--- config.mk ---
export PLATFORM = sky130hd
export DESIGN_NAME = decoder_nxm_pipe
export DESIGN_NICKNAME = d
export VERILOG_FILES = /design/src/rtl/decoder_nxm_pipe_pkg.sv /design/src/rtl/decoder_nxm_pipe_core.sv /design/src/rtl/decoder_nxm_pipe.sv
export SDC_FILE = /design/constraint.sdc
export NUM_CORES = 1
export LEC_CHECK = 0
export CAP_MARGIN = 10
export CORE_MARGIN = 2
export CORE_UTILIZATION = 44
export DETAILED_ROUTE_END_ITERATION = 8
export PLACE_DENSITY_LB_ADDON = 0.08
export SYNTH_ARGS = -nofsm -noshare
export SYNTH_HDL_FRONTEND = slang
export SYNTH_SLANG_ARGS = --single-unit
--- constraint.sdc ---
create_clock -name clock -period 1.37 [get_ports clock]
set_input_delay 0.137 -clock clock [delete_from_list [all_inputs] [get_ports clock]]
set_output_delay 0.137 -clock clock [all_outputs]
set_load 0.02 [all_outputs]
--- src/rtl/decoder_nxm_pipe_pkg.sv ---
// Shared decoder definitions: mode encoding and default widths used across the
// decoder family.
package decoder_nxm_pipe_pkg;

    typedef enum logic {
        MODE_ONEHOT = 1'b0,
        MODE_THERMO = 1'b1
    } mode_e;

    localparam int unsigned DEF_IN_WIDTH  = 6;
    localparam int unsigned DEF_OUT_WIDTH = 20;
    localparam int unsigned DEF_ERR_WIDTH = 8;

endpackage

--- src/rtl/decoder_nxm_pipe_core.sv ---
// Combinational code-to-word decoder (one-hot or thermometer) with an
// out-of-range flag for codes that have no output line.
module decoder_core
    import decoder_nxm_pipe_pkg::*;
#(
    parameter int unsigned IN_WIDTH  = DEF_IN_WIDTH,
    parameter int unsigned OUT_WIDTH = DEF_OUT_WIDTH
) (
    input  logic [IN_WIDTH-1:0]  coder,
    input  logic                 mode,
    output logic [OUT_WIDTH-1:0] word,
    output logic                 oor
);

    logic hit;

    // Every line index fits in IN_WIDTH bits, so comparisons happen at the
    // code's own width with no truncation of coder.
    always_comb begin
        word = '0;
        hit  = 1'b0;
        for (int unsigned i = 0; i < OUT_WIDTH; i++) begin
            if (IN_WIDTH'(i) == coder) begin
                hit = 1'b1;
            end
            if (mode_e'(mode) == MODE_THERMO) begin
                word[i] = (IN_WIDTH'(i) <= coder);
            end else begin
                word[i] = (IN_WIDTH'(i) == coder);
            end
        end
        if (!hit) begin
            word = '0;
        end
        oor = !hit;
    end

endmodule

--- src/rtl/decoder_nxm_pipe.sv ---
// Registered N-to-M decoder with valid/ready handshake on both sides and a
// saturating count of accepted out-of-range codes.
module decoder_nxm_pipe
    import decoder_nxm_pipe_pkg::*;
#(
    parameter int unsigned IN_WIDTH  = DEF_IN_WIDTH,
    parameter int unsigned OUT_WIDTH = DEF_OUT_WIDTH,
    parameter int unsigned ERR_WIDTH = DEF_ERR_WIDTH
) (
    input  logic                 clock,
    input  logic                 reset,
    input  logic                 in_valid,
    output logic                 in_ready,
    input  logic [IN_WIDTH-1:0]  coder,
    input  logic                 mode,
    output logic                 out_valid,
    input  logic                 out_ready,
    output logic [OUT_WIDTH-1:0] decoder,
    output logic                 out_of_range,
    output logic [ERR_WIDTH-1:0] error_count,
    input  logic                 clear_errors
);

    if (OUT_WIDTH == 0 || longint'(OUT_WIDTH) > (longint'(1) << IN_WIDTH)) begin : g_bad_width
        $error("decoder_nxm_pipe: OUT_WIDTH must be in 1..2**IN_WIDTH");
    end

    logic [OUT_WIDTH-1:0] word;
    logic                 oor;
    logic                 accept;

    decoder_core #(
        .IN_WIDTH  (IN_WIDTH),
        .OUT_WIDTH (OUT_WIDTH)
    ) u_core (
        .coder (coder),
        .mode  (mode),
        .word  (word),
        .oor   (oor)
    );

    assign in_ready = !out_valid || out_ready;
    assign accept   = in_valid && in_ready;

    always_ff @(posedge clock or posedge reset) begin
        if (reset) begin
            out_valid    <= 1'b0;
            decoder      <= '0;
            out_of_range <= 1'b0;
        end else if (accept) begin
            out_valid    <= 1'b1;
            decoder      <= word;
            out_of_range <= oor;
        end else if (out_ready) begin
            out_valid    <= 1'b0;
        end
    end

    // Clear wins over a same-cycle increment.
    always_ff @(posedge clock or posedge reset) begin
        if (reset) begin
            error_count <= '0;
        end else if (clear_errors) begin
            error_count <= '0;
        end else if (accept && oor && (error_count != '1)) begin
            error_count <= error_count + 1'b1;
        end
    end

endmodule

==> flow_summary.yaml, run 1 <==
die:
  core-area_mm2: 0.003633
  ios: 43
  initial_core_util_pct: 45.63
  rows: 22
  die_w_um: 65.38
  die_h_um: 65.38
  die_area_mm2: 0.004275
clock_network:
  ctsRootBufferMaster: "clkbuf_8"
  path_clk_slew_ns: 0.06
  clkLatencyLatePin_ns: 0.28
  cts.sinks: 30
  cts_tree: "built"
  cts_buffers: 5
  clk_path_buf_depth: 2
  cts.htree.levels: 2
detailed_routing:
  drt_iter0_markers: 73
  drc: 0
  ant_nets: 0
  vias: 1680
  post_drt_wl_per_cell_um: 14.71
  wirelength_um: 4633
  viasPerCell: 5.333
  drtPass1Iterations: 4
sta:
  relSlewSlack_pct: 71.98
  clock_skew_ns: 0.005854
  post-route-period-util_pct: 105.2
  tightest_slew_ns: 0.4203
  fmax_mhz: 693.8
  rsz0062_at_grt: "true"
  hold_slack_ns: 0.2366
  layout_setup_ws_ns: -0.07135
  setup_viol: 4
  hold_viol_final: 0
  slew_viol_final: 0
  finalCriticalPeriod_ns: 1.441
power:
  p_leak_uw: 0.001330
  cellInternalPower_uw: 1569
  p_switching_uw: 648.5
  power-per-cell-area_mw_per_mm2: 833.6
  comb_power_share_pct: 24.0
  p_sw_share_pct: 29.25
  peakVddDrop_uv: 796.5
  clkPwrFrac_pct: 32.2
  seqPwrFrac_pct: 43.8
logic_synthesis:
  ys.flop_type: "dfrtp_1"
  netlist_instances: 185
  ys_types: 40
  syn_nets: 198
  ys_ff_latch: 30
  ys_warn_count: 0
  syn_area_per_cell_um2: 8.961
  synth_area_mm2: 0.001658
  synthArstFlopShare_pct: 100.0
  synth-edff-count: 0
  yosysSeqAreaShare_pct: 45.28
place:
  gp_congestion: 0.8491
  preCtsSetupSlack_ns: -0.4375
  io_buffers: 42
  dp.final_hpwl_um: 3217
setup_path:
  r2r_slack_ns: -0.07
  criticalPathCategory: "reg -> reg"
  cp_max_fo: 4
  cp.arrival_ns: 1.61
  critPathLaunchType: "flip-flop"
  critPathRequiredTime_ns: 1.54
  critPathCaptureType: "flip-flop"
min_path:
  hp-class: "in -> async"
run:
  cap_violations: 0
layout:
  drive_gt1_share_pct: 34.08
  final_cell_mix: "buf_4, nand2_1, dlygate4sd2_1, dfrtp_1, o21ai_0"
  layout_commonest_cell: "buf_4"
  diodes: 0
  areaGrowthSynthToFinish_pct: 60.45
  nNetsFinal: 280
global_route:
  grt_pass1_wl_um: 7541
  track_usage_pct: 23.23
  antenna_found_initial: 0
  overflow: 0
  grt_pass1_vias: 1607
  grt_max_degree: 31
outcome:
  status: "complete, but fails checks"
  violations: "setup timing"
-- registers in the layout, indices dropped and copies added (netlist names) --
| signal | flops |
|---|---|
| out_valid | 1 |
| decoder | 20 |
| out_of_range | 1 |
| error_count | 8 |
-- per-stage QoR --
step	setup TNS (ns)	util (%)	cell area [µm²]	total power, µW	std cells
2_1_floorplan	-0.3367	-	1699	1261	185
3_3_place_gp	-9.818	67.11	2439	1515	306
3_5_place_dp	-10.56	67.11	2439	1526	306
4_1_cts	-0.1543	70.56	2564	2224	313
5_1_grt	-0.6179	73.21	2660	2314	315
6_report	-0.2312	73.21	2660	2217	315
-- metal layers --
| metal | global-route usage [%] | wire length (µm) | up-vias |
|---|---|---|---|
| li1 | - | - | 823 |
| met5 | 0 | 0 | - |
| met1 | 30.14 | 1973 | 805 |
| met3 | 4.623 | 216 | 6 |
| met4 | 9.635 | 91 | 0 |
| met2 | 37.88 | 2352 | 46 |
-- synth_stat cells (2+ instances only) --
library cell  number  area [µm²]
a21oi_1           13       65.06
a31oi_1            4       25.02
and2_1             3       18.77
buf_2              5       25.02
clkbuf_1           4       15.01
clkbuf_2           2       10.01
dfrtp_1           30       750.7
inv_1              4       15.01
mux2_2             3       33.78
mux2i_1            3       30.03
nand2_1           32       120.1
nand2b_1           3       18.77
nand3_1            2       10.01
nor2_1            19       71.32
nor2b_1            3       18.77
nor4_1             3       18.77
nor4b_1            2       17.52
o21ai_0           20       100.1
o31ai_1            3       22.52
o41ai_1            2       17.52
o41ai_2            5       81.33
or3_1              2       12.51
-- repair_timing --
item                                    4_1_cts  5_1_grt
hold buffers                                  0        0
gates resized for setup                      47       18
endpoints found under the setup margin       51       20
gates cloned                                  0        0
endpoints found under the hold margin         0        0
pin swaps                                     4        6
setup buffers                                 0        2
-- worst max-delay path, cell delays in order (launching register included) --
cell and delay [ns]:
dfrtp_2 0.39, nand4_1 0.20, nor2_4 0.27, a311oi_4 0.15, mux2_4 0.32
-- power groups by stage --
stage | Sequential (µW) | Clock (µW) | Combinational (µW)
after global placement | 988 | 0 | 527
after detailed placement | 991 | 0 | 535
after floorplan | 1060 | 0 | 201
final | 972 | 714 | 531
after global routing | 980 | 756 | 577
after CTS | 973 | 731 | 520
-- final timing paths --
path	start	to	depth (start not counted)
hold / removal	reset	decoder[4]	3
setup reg to reg	error_count[3]	error_count[0]	4
hold reg to reg	decoder[5]	decoder[5]	2
setup / recovery	error_count[3]	error_count[0]	4
min in group clock	decoder[5]	decoder[5]	2
max in group asynchronous	reset	error_count[1]	3
-- area by class of cell --
cell class | instances | area, µm²
clock buffers | 7 | 86.33
fillers | 297 | 973.4
inverters | 4 | 15.01
multi-input cells | 139 | 1005
flip-flops and latches | 30 | 760.7
well taps | 48 | 60.06
repair buffers | 87 | 733.2
-- cells by family after synthesis --
family          synth area share (%)
buf+inv                        4.603
compound gates                 23.25
flops                          45.28
mux                            3.849
simple gates                   22.27
fa+ha+maj                     0.7546
Power figures use the tool's default switching activity.
==> run 2, diff against run 1 <==
Settings changed: CORE_ASPECT_RATIO set to 0.8.
==> flow_summary.yaml, run 2 (same netlist as run 1, synthesis figures left out) <==
outcome:
  status: "complete, but fails checks"
  violations: "setup timing"
sta:
  hold_viol_final: 0
  slew_viol_final: 0
  fmax_mhz: 676.4
  rsz0062_at_grt: "true"
  finalCriticalPeriod_ns: 1.478
  tightest_slew_ns: 0.4597
  setup_viol: 7
  layout_setup_ws_ns: -0.1084
  clock_skew_ns: 0.006039
  relSlewSlack_pct: 69.26
  setup_tns_ns: -0.3169
  post-route-period-util_pct: 107.9
setup_path:
  cp_max_fo: 4
  critPathCaptureType: "flip-flop"
  cp.arrival_ns: 1.62
  r2r_slack_ns: -0.11
  r2r_start: "error_count[0]"
  r2r_end: "error_count[5]"
  critPathRequiredTime_ns: 1.51
  criticalPathCategory: "reg -> reg"
  critPathLaunchType: "flip-flop"
  worstRegToRegCells: 6
power:
  p_leak_uw: 0.001371
  p_switching_uw: 657.7
  comb_power_share_pct: 24.9
  p_sw_share_pct: 29.92
  power-per-cell-area_mw_per_mm2: 822.5
  clkPwrFrac_pct: 30.7
  peakVddDrop_uv: 776.6
  seqPwrFrac_pct: 44.4
  cellInternalPower_uw: 1540
die:
  die_area_mm2: 0.004278
  ios: 43
  core-area_mm2: 0.003518
  initial_core_util_pct: 47.12
  die_w_um: 72.63
  rows: 19
  die_h_um: 58.90
clock_network:
  ctsRootBufferMaster: "clkbuf_8"
  cts.sinks: 30
  cts.htree.levels: 2
  cts_tree: "built"
  clkLatencyLatePin_ns: 0.28
  cts_buffers: 5
  clk_path_buf_depth: 2
  path_clk_slew_ns: 0.06
global_route:
  track_usage_pct: 24.61
  grt_pass1_vias: 1725
  grt_pass1_wl_um: 8148
  grt_max_degree: 31
  overflow: 0
  antenna_found_initial: 0
layout:
  fill_cells: 257
  diodes: 0
  drive_gt1_share_pct: 35.06
  largest_register_ffs: 20
  regMostFlops: "decoder"
  areaGrowthSynthToFinish_pct: 61.21
  largestRegisters: "decoder: 20 flops, error_count: 8 flops"
  fin_util_pct: 75.96
  layout_commonest_cell: "buf_4"
  final_cell_mix: "buf_4, nand2_1, dlygate4sd2_1, dfrtp_1, o21ai_0"
  nNetsFinal: 283
detailed_routing:
  viasPerCell: 5.687
  drt_iter0_markers: 178
  drc: 0
  vias: 1780
  post_drt_wl_per_cell_um: 16.89
  drtPass1Iterations: 4
  wirelength_um: 5286
  ant_nets: 0
place:
  dp.final_hpwl_um: 3639
  gp_congestion: 0.9077
  io_buffers: 42
run:
  cap_violations: 0
min_path:
  hp-class: "in -> async"
==> run 2: cell count changes in the layout (fill, tap and decap cells not counted), moves of 2 or more <==
cell            before  now
dlygate4sd2_1       28   25
o21ai_1              0    3
nor4_2               0    2
o21ai_0             20   17
clkbuf_1             1    3
buf_6                0    3
nand2_2              0    2
dlymetal6s2s_1       6   10
nor2_1              14   16
==> run 2: repair_timing <==
action / 4_1_cts / 5_1_grt
endpoints found under the setup margin: 51 / 27
pin swaps: 5 / 8
buffers inserted: 1 / 4
gates cloned: 0 / 0
resized for setup: 37 / 33
hold buffers: 0 / 0
==> run 2: final cells by class <==
cell class	instances	area, µm²	area share, %
clock buffer	8	80.08	2.996
inverter	4	15.01	0.5618
multi-input combinational	139	983.4	36.80
sequential	30	760.7	28.46
tap	42	52.55	1.966
timing repair buffer	90	780.7	29.21
==> run 2: per-layer routing <==
metal,track usage [%],vias up,wire [µm],share of wire (%)
li1,-,832,-,-
met1,33.95,875,2277,43
met2,39.09,67,2611,49
met3,5.822,6,350,6.6
met4,6.878,0,47,0.89
met5,0,-,0,0
==> run 2: how the worst max path moves through the flow <==
stage                     cells past startpoint            from  slack, ns              to
after detailed placement                      5        coder[4]      -0.53  error_count[2]
final                                         6  error_count[0]      -0.11  error_count[5]
after global routing                          6  error_count[0]      -0.14  error_count[5]
after CTS                                     4       out_valid      -0.11  error_count[0]
after global placement                        5        coder[4]      -0.44  error_count[4]
after floorplan                               4  error_count[5]      -0.12  error_count[0]
==> run 2: metrics by stage <==
step           worst slack [ns]  cells  hold WS [ns]  power (µW)  instance area (µm²)
5_1_grt                 -0.1407    313        0.2869        2286                 2673
4_1_cts                 -0.1130    310        0.2602        2178                 2536
3_3_place_gp            -0.4411    301        0.4623        1519                 2439
2_1_floorplan           -0.1185    185        0.2273        1261                 1699
6_report                -0.1084    313        0.2379        2198                 2673
3_5_place_dp            -0.5261    301        0.4664        1536                 2439
==> run 2: power groups by stage <==
stage          combinational, µW  clock, µW  sequential (µW)
6_report                     547        675              976
5_1_grt                      590        715              981
4_1_cts                      524        677              976
3_5_place_dp                 543          0              993
3_3_place_gp                 530          0              989
2_1_floorplan                201          0             1060
==> run 2: worst max-delay path, cell delays in order, from the launching register on <==
cell,delay (ns)
dfrtp_2,0.44
ha_4,0.19
buf_4,0.15
nand2_2,0.07
nor2_1,0.07
o311ai_2,0.29
o41ai_2,0.14
